`src/rtl/pipe_ctrl_pkg.sv`:
```
// Shared definitions for the pipeline run/step controller: FSM state
// encoding and its width, used by the controller and the display decoder.
package pipe_ctrl_pkg;

  localparam int STATE_W = 2;

  typedef enum logic [STATE_W-1:0] {
    PAUSE  = 2'd0,
    STEP   = 2'd1,
    RUN    = 2'd2,
    HALTED = 2'd3
  } run_state_t;

  // True for the states in which the pipeline may be clocked at all.
  function automatic logic state_can_enable(input run_state_t s);
    return (s == STEP) || (s == RUN);
  endfunction

endpackage

```
`src/rtl/key_debounce.sv`:
```
// Push-button conditioning: two-flop synchronizer, a stability counter that
// only accepts a new level after DEBOUNCE_CYCLES steady cycles, and one-cycle
// pulses on the rising and falling edges of the debounced level.
module key_debounce #(
  parameter int DEBOUNCE_CYCLES = 20
) (
  input  logic clk,
  input  logic reset,
  input  logic key,
  output logic key_db,
  output logic key_press,
  output logic key_release
);

  localparam int CNT_W = $clog2(DEBOUNCE_CYCLES + 1);
  localparam logic [CNT_W-1:0] CNT_LAST = CNT_W'(DEBOUNCE_CYCLES - 1);

  logic             sync_a;
  logic             sync_b;
  logic [CNT_W-1:0] stable_cnt;
  logic             key_db_d;

  // Bring the asynchronous button into the clock domain.
  always_ff @(posedge clk) begin
    if (reset) begin
      sync_a <= 1'b0;
      sync_b <= 1'b0;
    end else begin
      sync_a <= key;
      sync_b <= sync_a;
    end
  end

  // Accept a new level only once it has differed from key_db for DEBOUNCE_CYCLES cycles in a row.
  always_ff @(posedge clk) begin
    if (reset) begin
      stable_cnt <= '0;
      key_db     <= 1'b0;
      key_db_d   <= 1'b0;
    end else begin
      key_db_d <= key_db;
      if (sync_b == key_db) begin
        stable_cnt <= '0;
      end else if (stable_cnt == CNT_LAST) begin
        stable_cnt <= '0;
        key_db     <= sync_b;
      end else begin
        stable_cnt <= stable_cnt + CNT_W'(1);
      end
    end
  end

  // Edge pulses are decoded from the debounced level and its one-cycle delay.
  assign key_press   = key_db & ~key_db_d;
  assign key_release = ~key_db & key_db_d;

endmodule

```
`src/rtl/pipe_run_ctrl.sv`:
```
// Run/step controller for the five-stage pipeline. A short button press
// advances the core by one cycle, a long press lets it free-run (optionally
// at a divided rate), and a halt request from write-back freezes it until reset.
module pipe_run_ctrl
  import pipe_ctrl_pkg::*;
#(
  parameter int DEBOUNCE_CYCLES = 20,
  parameter int LONG_CYCLES     = 100,
  parameter int RUN_DIV         = 1
) (
  input  logic        clk,
  input  logic        reset,
  input  logic        key,
  input  logic        halt_req,
  output logic        pipe_en,
  output logic        run_led,
  output logic        halted,
  output logic [31:0] step_cnt
);

  localparam int HOLD_W = $clog2(LONG_CYCLES + 1);
  localparam int DIV_W  = $clog2(RUN_DIV + 1);
  localparam logic [HOLD_W-1:0] HOLD_LONG = HOLD_W'(LONG_CYCLES);
  localparam logic [DIV_W-1:0]  DIV_LAST  = DIV_W'(RUN_DIV - 1);

  logic              key_db;
  logic              key_press;
  logic              key_release;
  logic [HOLD_W-1:0] hold_cnt;
  logic [DIV_W-1:0]  div_cnt;
  logic              consumed;
  run_state_t        state;

  key_debounce #(
    .DEBOUNCE_CYCLES(DEBOUNCE_CYCLES)
  ) u_key_debounce (
    .clk        (clk),
    .reset      (reset),
    .key        (key),
    .key_db     (key_db),
    .key_press  (key_press),
    .key_release(key_release)
  );

  // Measure how long the debounced key has been held, saturating at the long-press length.
  always_ff @(posedge clk) begin
    if (reset) begin
      hold_cnt <= '0;
    end else if (key_press) begin
      hold_cnt <= '0;
    end else if (key_db && (hold_cnt != HOLD_LONG)) begin
      hold_cnt <= hold_cnt + HOLD_W'(1);
    end else begin
      hold_cnt <= hold_cnt;
    end
  end

  // Run/step FSM with the run-rate divider and the press-consumed flag.
  // Halt beats every key event; a press that enters or leaves RUN marks
  // itself consumed so its release never turns into a step.
  always_ff @(posedge clk) begin
    if (reset) begin
      state    <= PAUSE;
      div_cnt  <= '0;
      consumed <= 1'b0;
    end else begin
      if (key_release) begin
        consumed <= 1'b0;
      end
      case (state)
        PAUSE: begin
          if (halt_req) begin
            state <= HALTED;
          end else if (key_release && (hold_cnt < HOLD_LONG) && !consumed) begin
            state <= STEP;
          end else if (hold_cnt == HOLD_LONG) begin
            state    <= RUN;
            div_cnt  <= '0;
            consumed <= 1'b1;
          end else begin
            state <= PAUSE;
          end
        end
        STEP: begin
          if (halt_req) begin
            state <= HALTED;
          end else begin
            state <= PAUSE;
          end
        end
        RUN: begin
          if (halt_req) begin
            state <= HALTED;
          end else if (key_press) begin
            state    <= PAUSE;
            consumed <= 1'b1;
          end else begin
            state   <= RUN;
            div_cnt <= (div_cnt == DIV_LAST) ? '0 : (div_cnt + DIV_W'(1));
          end
        end
        HALTED: begin
          state <= HALTED;
        end
        default: begin
          state <= PAUSE;
        end
      endcase
    end
  end

  // Moore outputs decoded from the state and divider registers.
  assign pipe_en = state_can_enable(state) &&
                   ((state == STEP) || (div_cnt == DIV_LAST));
  assign run_led = (state == RUN);
  assign halted  = (state == HALTED);

  // Count every cycle in which the pipeline was enabled, wrapping at 2^32.
  always_ff @(posedge clk) begin
    if (reset) begin
      step_cnt <= 32'd0;
    end else if (pipe_en) begin
      step_cnt <= step_cnt + 32'd1;
    end else begin
      step_cnt <= step_cnt;
    end
  end

endmodule

```
`config.mk`:
```
export PLATFORM = sky130hd
export DESIGN_NAME = pipe_run_ctrl
export DESIGN_NICKNAME = d
export VERILOG_FILES = /design/src/rtl/pipe_ctrl_pkg.sv /design/src/rtl/key_debounce.sv /design/src/rtl/pipe_run_ctrl.sv
export SDC_FILE = /design/constraint.sdc
export NUM_CORES = 1
export LEC_CHECK = 0
export CAP_MARGIN = 20
export CORE_MARGIN = 3
export CORE_UTILIZATION = 45
export DETAILED_ROUTE_END_ITERATION = 8
export GPL_TIMING_DRIVEN = 0
export PLACE_DENSITY_LB_ADDON = 0.25
export SETUP_SLACK_MARGIN = 0.5
export SLEW_MARGIN = 20
export SYNTH_ARGS = -nofsm -noshare
export SYNTH_HDL_FRONTEND = slang
export SYNTH_SLANG_ARGS = --single-unit
```
`constraint.sdc`:
```
create_clock -name clk -period 3.2 [get_ports clk]
set_input_delay 0.64 -clock clk [delete_from_list [all_inputs] [get_ports clk]]
set_output_delay 0.64 -clock clk [all_outputs]
set_load 0.01 [all_outputs]
```
# Word-level counts from Yosys, hierarchy flattened
# Index checks and enable logic that the tools add are counted.
totals:
  register_bits: 52
  latch_bits: 0
  ram_bits: 0
  rom_bits: 0
  inputBits: 4
  out_inout_bits: 35
  elab_cells: 67
  n_memories: 0
classes:
  addsub: 4
  multipliers: 0
  div_mod_pow: 0
  magnitude_cmp: 1
  eq_ne: 12
  shift: 0
  mux: 21
  bitwise: 6
  n_reduce_logical: 13
ops:
  columns: ["cell", "n"]
  rows:
  - ["adder 32 x 1 -> 32 bit, second input constant", 1]
  - ["two-way mux 1 bit", 12]
  - ["two-way mux 2 bit", 6]
  - ["inequality test 2 bit, second input constant", 5]
  - ["case mux 2 bit (4 select lines)", 1]
  - ["adder 7 x 1 -> 7 bit, second input constant", 1]
  - ["== test 7 bit, second input constant", 1]
  - ["< comparator 7 bit, second input constant", 1]
  - ["inequality test 7 bit, second input constant", 1]
  - ["AND reduction 6 bit", 1]
  - ["adder 5 x 1 -> 5 bit, second input constant", 1]
  - ["== test 5 bit, second input constant", 1]
  - ["== test 2 bit, second input constant", 2]
  - ["logical AND 1 bit", 4]
  - ["NOT 1 bit", 4]
  - ["case mux 1 bit (2 select lines)", 2]
  - ["OR reduction 3 bit", 1]
  - ["AND 1 bit", 2]
  - ["== test 2 x 1 -> 1 bit, second input constant", 1]
  - ["logical NOT 2 bit", 1]
  - ["logical OR 1 bit", 2]
  - ["AND reduction 2 bit", 1]
  - ["nonzero test 2 bit", 1]
  - ["OR reduction 2 bit", 1]
  - ["3 further kinds", 3]

# Depth between registers and ports, before layout
depth:
  word_depth: 7
  mapped_depth: 8
  ltp_nobuf: 6

# By module
# Synthesis repeated with hierarchy kept, for this count alone.
hier_totals:
  hier_cells: 275
  hier_area_um2: 2456.1
by_module_without_submodules:
  columns: ["mod", "instances", "cells_per_inst", "area_per_inst_um2"]
  rows:
  - ["pipe_run_ctrl", 1, 240, 2100.8]
  - ["key_debounce", 1, 35, 355.3]

# Worst setup path before layout
# No wires, ideal clock.
synth_path:
  kind: "register to register"
  from: "reg state[0]"
  to: "reg step_cnt[17]"
  arrival_time_ns: 2.238
  t_required_ns: 3.130
  setup_slack_ns: 0.891
  stages_incl_launch_ff: 9
  path_buffers: 2
  period_less_slack_ns: 2.309
  cell_sequence: "dfxtp_1 > inv_1 > ha_1 > buf_2 > nand4_4 > or4_1 > buf_2 > or4_1 > a21oi_1"
synth_between:
  elab_chain_len: 3
  elab_cells_between_ends: 5
  cone_classes: "eq/ne: 2; reduce/logical: 3"
synth_rtl:
  columns: ["item", "line_no", "text"]
  rows:
  - ["start, declared", "pipe_run_ctrl.sv:32", "run_state_t state;"]
  - ["start signal, assigned", "pipe_run_ctrl.sv:63", "state <= PAUSE;"]
  - ["start signal, assigned", "pipe_run_ctrl.sv:73", "state <= HALTED;"]
  - ["start signal, assigned", "pipe_run_ctrl.sv:75", "state <= STEP;"]
  - ["== test 2 x 1 -> 1 bit / == test 2 bit (equally long branches)", "pipe_ctrl_pkg.sv:16, pipe_run_ctrl.sv:114", null]
  - ["logical OR 1 bit (on tied branches)", "pipe_ctrl_pkg.sv:16, pipe_run_ctrl.sv:114", null]
  - ["logical AND 1 bit *", "pipe_run_ctrl.sv:113", "assign pipe_en = state_can_enable(state) &&"]
  - ["via pipe_en", "pipe_run_ctrl.sv:15", "output logic pipe_en,"]
  - ["end signal, assigned", "pipe_run_ctrl.sv:123", "step_cnt <= step_cnt + 32'd1;"]
  - ["end signal, assigned", "pipe_run_ctrl.sv:125", "step_cnt <= step_cnt;"]
  - ["end, declared", "pipe_run_ctrl.sv:18", "output logic [31:0] step_cnt"]
# Mark *: on every way through the listed nets, which the timed path passes. The rest lies on a longest branch.
# A chain may end at the register's enable or synchronous reset.

# Final worst setup path
layout_path:
  from: "reg state[0]"
  to: "reg step_cnt[17]"
layout_between:
  elab_chain_len: 3
  elab_cells_between_ends: 5
  cone_classes: "eq/ne: 2; reduce/logical: 3"
layout_rtl:
  columns: ["item", "line_no"]
  rows:
  - ["== test 2 x 1 -> 1 bit / == test 2 bit (equally long branches)", "pipe_ctrl_pkg.sv:16, pipe_run_ctrl.sv:114"]
  - ["logical OR 1 bit (on tied branches)", "pipe_ctrl_pkg.sv:16, pipe_run_ctrl.sv:114"]
  - ["logical AND 1 bit *", "pipe_run_ctrl.sv:113"]
# Mark *: on every way between the ends. The rest lies on a longest branch, timed or not.

==> results.md <==
- The run finished with clean final reports.
- The first element of the critical path is state[0].
- The first TritonRoute pass finished after 4 iterations.
- The required time of the critical path is 3430 ps.
- The proportion of layout cells with a drive suffix above 1 is 0.0406.
- Counting every net in the synthesized netlist gives 287.
- The final net count is 331.
- Of the total synthesized cell area, the portion taken by AND, OR, NAND and NOR gates is 0.274.
- Measured along the y axis, the die boundary spans 79.2 um.
- The kind of launch point of the worst setup path is a flop.
- Gates resized during post-CTS repair numbered 0.
- The number of CTS-inserted buffers is 5.
- The clock-pin slew on the worst setup and hold paths is 90 ps.
- Leaving out fill and tap cells, the most frequent cell in the layout is sky130_fd_sc_hd__dfxtp_1.
- The TritonCTS clock tree is built.
- The post-synthesis sequential element count is 51.
- After floorplanning, the core was divided into 26 placement rows.
- The power per unit of standard cell area is 377 mW/mm2.
- The global placer's final weighted congestion is 0.804.
- In this run the static leakage power is 0.962 nW.
- The sequential cell area in the final layout is 0.00102 mm2.
- The die covers 0.00627 mm2.
- The number of nets with antenna violations after routing is 0.
- The maximum ir drop on the vdd rail is 0.000389 V.
- The post-CTS setup-driven buffer insertion count is 0.
- The number of antenna violations at the first check in global routing is 0.
- Summed over all instances, the cell type with the most area after synthesis is sky130_fd_sc_hd__dfxtp_1.
- Setup violations remaining at the end of the flow were counted as 0.
- Sorting the synthesized cells by area gives the leading types as sky130_fd_sc_hd__dfxtp_1, sky130_fd_sc_hd__nor2_1, sky130_fd_sc_hd__xnor2_1.
- Dividing the detail-routed via count by the number of cells gives 5.45.
- The number of max-slew violations in the final report is 0.
- CTS placed an instance of sky130_fd_sc_hd__clkbuf_8 at the clock tree root.
- The number of cells on the worst reg-to-reg path is 8.
- Counting flops with an async set or reset pin after synthesis yields a share of 0.
- Across the run, the number of max-cap violations was 0.
- The path class of the lowest-slack min-delay path is reg2reg.
- The final antenna diode count is 0.
- The routed layout has 2127 vias.
- The worst setup path is captured at a flop.
- Setup repair after global routing left no endpoint under its margin.
- Total power for the finished layout comes to 1.11 mW.
- The first-pass GRT wire length is 8.80 mm.
- The number of synthesized flops with an enable pin is 0.
- For this run the aggregate overflow at the end of global routing stands at 0.
- In the global route stage, overall resource usage came out at 0.172.
- In this run the deepest clock path goes through 2 buffers.
- The I/O pin count is 39.
- The detailed-route wire length per cell is 12.8 um.
- Entering global routing, the biggest net connects 15 pins.
- The slowest cell on the critical path is sky130_fd_sc_hd__or4_1.
- The clock drives 51 sinks.
- The H-tree was split into 2 levels.
- The library cells used most frequently in the layout, excluding fill and tap cells, are sky130_fd_sc_hd__dfxtp_1, sky130_fd_sc_hd__clkdlybuf4s50_1, sky130_fd_sc_hd__nor2_1, sky130_fd_sc_hd__a21oi_1, sky130_fd_sc_hd__inv_1.
- The width of the die is 79.2 um.
- The startpoint identified for the worst register-to-register timing path is state[0].
- After detailed routing, the number of remaining DRC violations is 0.
- For the worst setup path, the data arrival time is 2670 ps.
- The upper clock frequency limit is 0.410 GHz.
- The count of synthesis-stage warnings from yosys is 0.
- The most used flip-flop cell after synthesis is sky130_fd_sc_hd__dfxtp_1.
- The first routing iteration left 106 violations.
- The count of final hold-check violations is 0.
- Of the total synthesized cell area, the portion taken by XOR and XNOR cells is 0.0763.
- The netlist uses 42 different library cells.
- The critical path class is reg2reg.
- Clock skew on the completed layout was measured at 3.35 ps.
- The area overhead of the layout relative to synthesis is 22.4%.
- The share of synthesized area in the top cell type comes to 0.424.
- Of the total synthesized cell area, the portion taken by full adders, half adders and majority gates is 0.0415.
- Traced cell by cell, the critical path runs through inv_1, ha_1, buf_2, nand4_4, or4_1, buf_2, or4_1, a21oi_1.
- Of all nets on the critical path, the largest fanout is 10.
- For the pin with the worst max-slew slack, the measured transition is 620 ps.
- The core area is 0.00514 mm2.
- The worst hold path begins at u_key_debounce.sync_a.
- After synthesis, the largest family of logic cells by area is simple AND/OR/NAND/NOR gates.
- The detailed-route wire length is 4.98 mm.
- Of the post-synthesis cell area, the part taken by muxes is 0.0312.
- After technology mapping, the gate count stands at 275.
- In the final timing run, aggregate negative setup slack is 0 ps.
- For this run, the register share of the synthesized area comes to 0.424.
- The routed design could run at a clock period as short as 2440 ps.
- The share of the synthesized area in compound gates (AO/OA/AOI/OAI) came to 0.112.
- In the finished design, the share of the clock period the worst path needs comes to 0.762.
- For the worst-skew pair, the clock arrives at the later sink with an insertion delay of 300 ps.
- The initial core utilization is 0.469.
- The number of global-route vias before repair is 2006.
- The post-synthesis average cell area is 8.76 um2.
- Input and output buffers added on the ports amount to 37.
- The number of buffers inserted for hold repair after clock tree synthesis is 0.
- The detailed placer's ending HPWL is 3.65 mm.
- Along the worst hold path, the cell count comes to 1.
- The area of the mapped netlist is 0.00241 mm2.
- The largest incremental delay on the critical path is 500 ps.
- The worst pin sits at a relative slew slack of 0.581.
- In the final layout, the multi-input gates occupy 0.00129 mm2.
- Fill cells in the final layout number 520.
worst max-delay path, delay by kind of cell, from the launching register on:
| family | cells | cell delay, ps |
|---|---|---|
| AO/OA/AOI/OAI | 1 | 140 |
| AND/OR/NAND/NOR | 3 | 1110 |
| adder cells (fa/ha/maj) | 1 | 290 |
| buffers and inverters | 3 | 470 |
| flip-flops | 1 | 370 |
registers in the layout (all words and copies together), names as in the netlist:
name	cells
consumed	1
step_cnt	32
u_key_debounce.stable_cnt	5
u_key_debounce.key_db	1
state	2
u_key_debounce.key_db_d	1
u_key_debounce.sync_b	1
u_key_debounce.sync_a	1
hold_cnt	7
where the power goes:
| part | total [mW] | switching (mW) | internal [mW] | leakage (nW) |
|---|---|---|---|---|
| Clock | 0.353 | 0.199 | 0.154 | 0.0422 |
| Sequential | 0.659 | 0.0136 | 0.645 | 0.412 |
| Combinational | 0.100 | 0.0522 | 0.0481 | 0.508 |
| Total | 1.11 | 0.265 | 0.847 | 0.962 |
path summary, 6_finish.rpt:
path / end / slack [ps]
min reg2reg: u_key_debounce.sync_b / 460
max reg2reg: step_cnt[17] / 760
min: u_key_debounce.sync_b / 460
max: step_cnt[17] / 760
Yosys cell counts, drive strengths merged, types with 9 or more instances:
master	number
or3	13
xor2	9
or4	9
a21oi	16
nand2	10
nand4	14
inv	14
nor2	32
nand3	11
dfxtp	51
xnor2	12
o21ai	9
cell type report:
| class | instances | area share |
|---|---|---|
| timing repair buffer | 37 | 0.126 |
| sequential | 51 | 0.346 |
| clock buffer | 7 | 0.0259 |
| clock inverter | 1 | 0.00170 |
| buffer | 12 | 0.0165 |
| inverter | 14 | 0.0178 |
| tap | 70 | 0.0297 |
| multi-input combinational | 198 | 0.437 |
layer usage:
layer / up-vias / wire, um / share of wire / GRT usage
met5: - / 0 / 0 / 0
met1: 1010 / 2350 / 0.47 / 0.217
met4: 0 / 30 / 0.0060 / 0.0464
met2: 37 / 2410 / 0.48 / 0.295
li1: 1077 / - / - / -
met3: 3 / 188 / 0.038 / 0.0397
kinds of logic (layout without fill, tap and decap cells):
| kind of cell | count (synthesis) | after routing |
|---|---|---|
| xor gates and xnor gates | 21 | 21 |
| and+or+nand+nor | 119 | 119 |
| AOI/OAI and AO/OA | 43 | 43 |
| DFF | 51 | 51 |
| buffers and inverters | 26 | 71 |
| muxes | 7 | 7 |
| adders and majority gates | 8 | 8 |
through the flow:
stage,setup WS [ps],instance area (um2),instances,util,hold slack (ps)
floorplan,891,2410,275,-,414
global placement,814,2870,382,0.558,431
detailed placement,810,2870,382,0.558,438
CTS,765,2950,390,0.574,462
global route,544,2950,390,0.574,477
finish,760,2950,390,0.574,458
(Power assumes the default switching activity.)
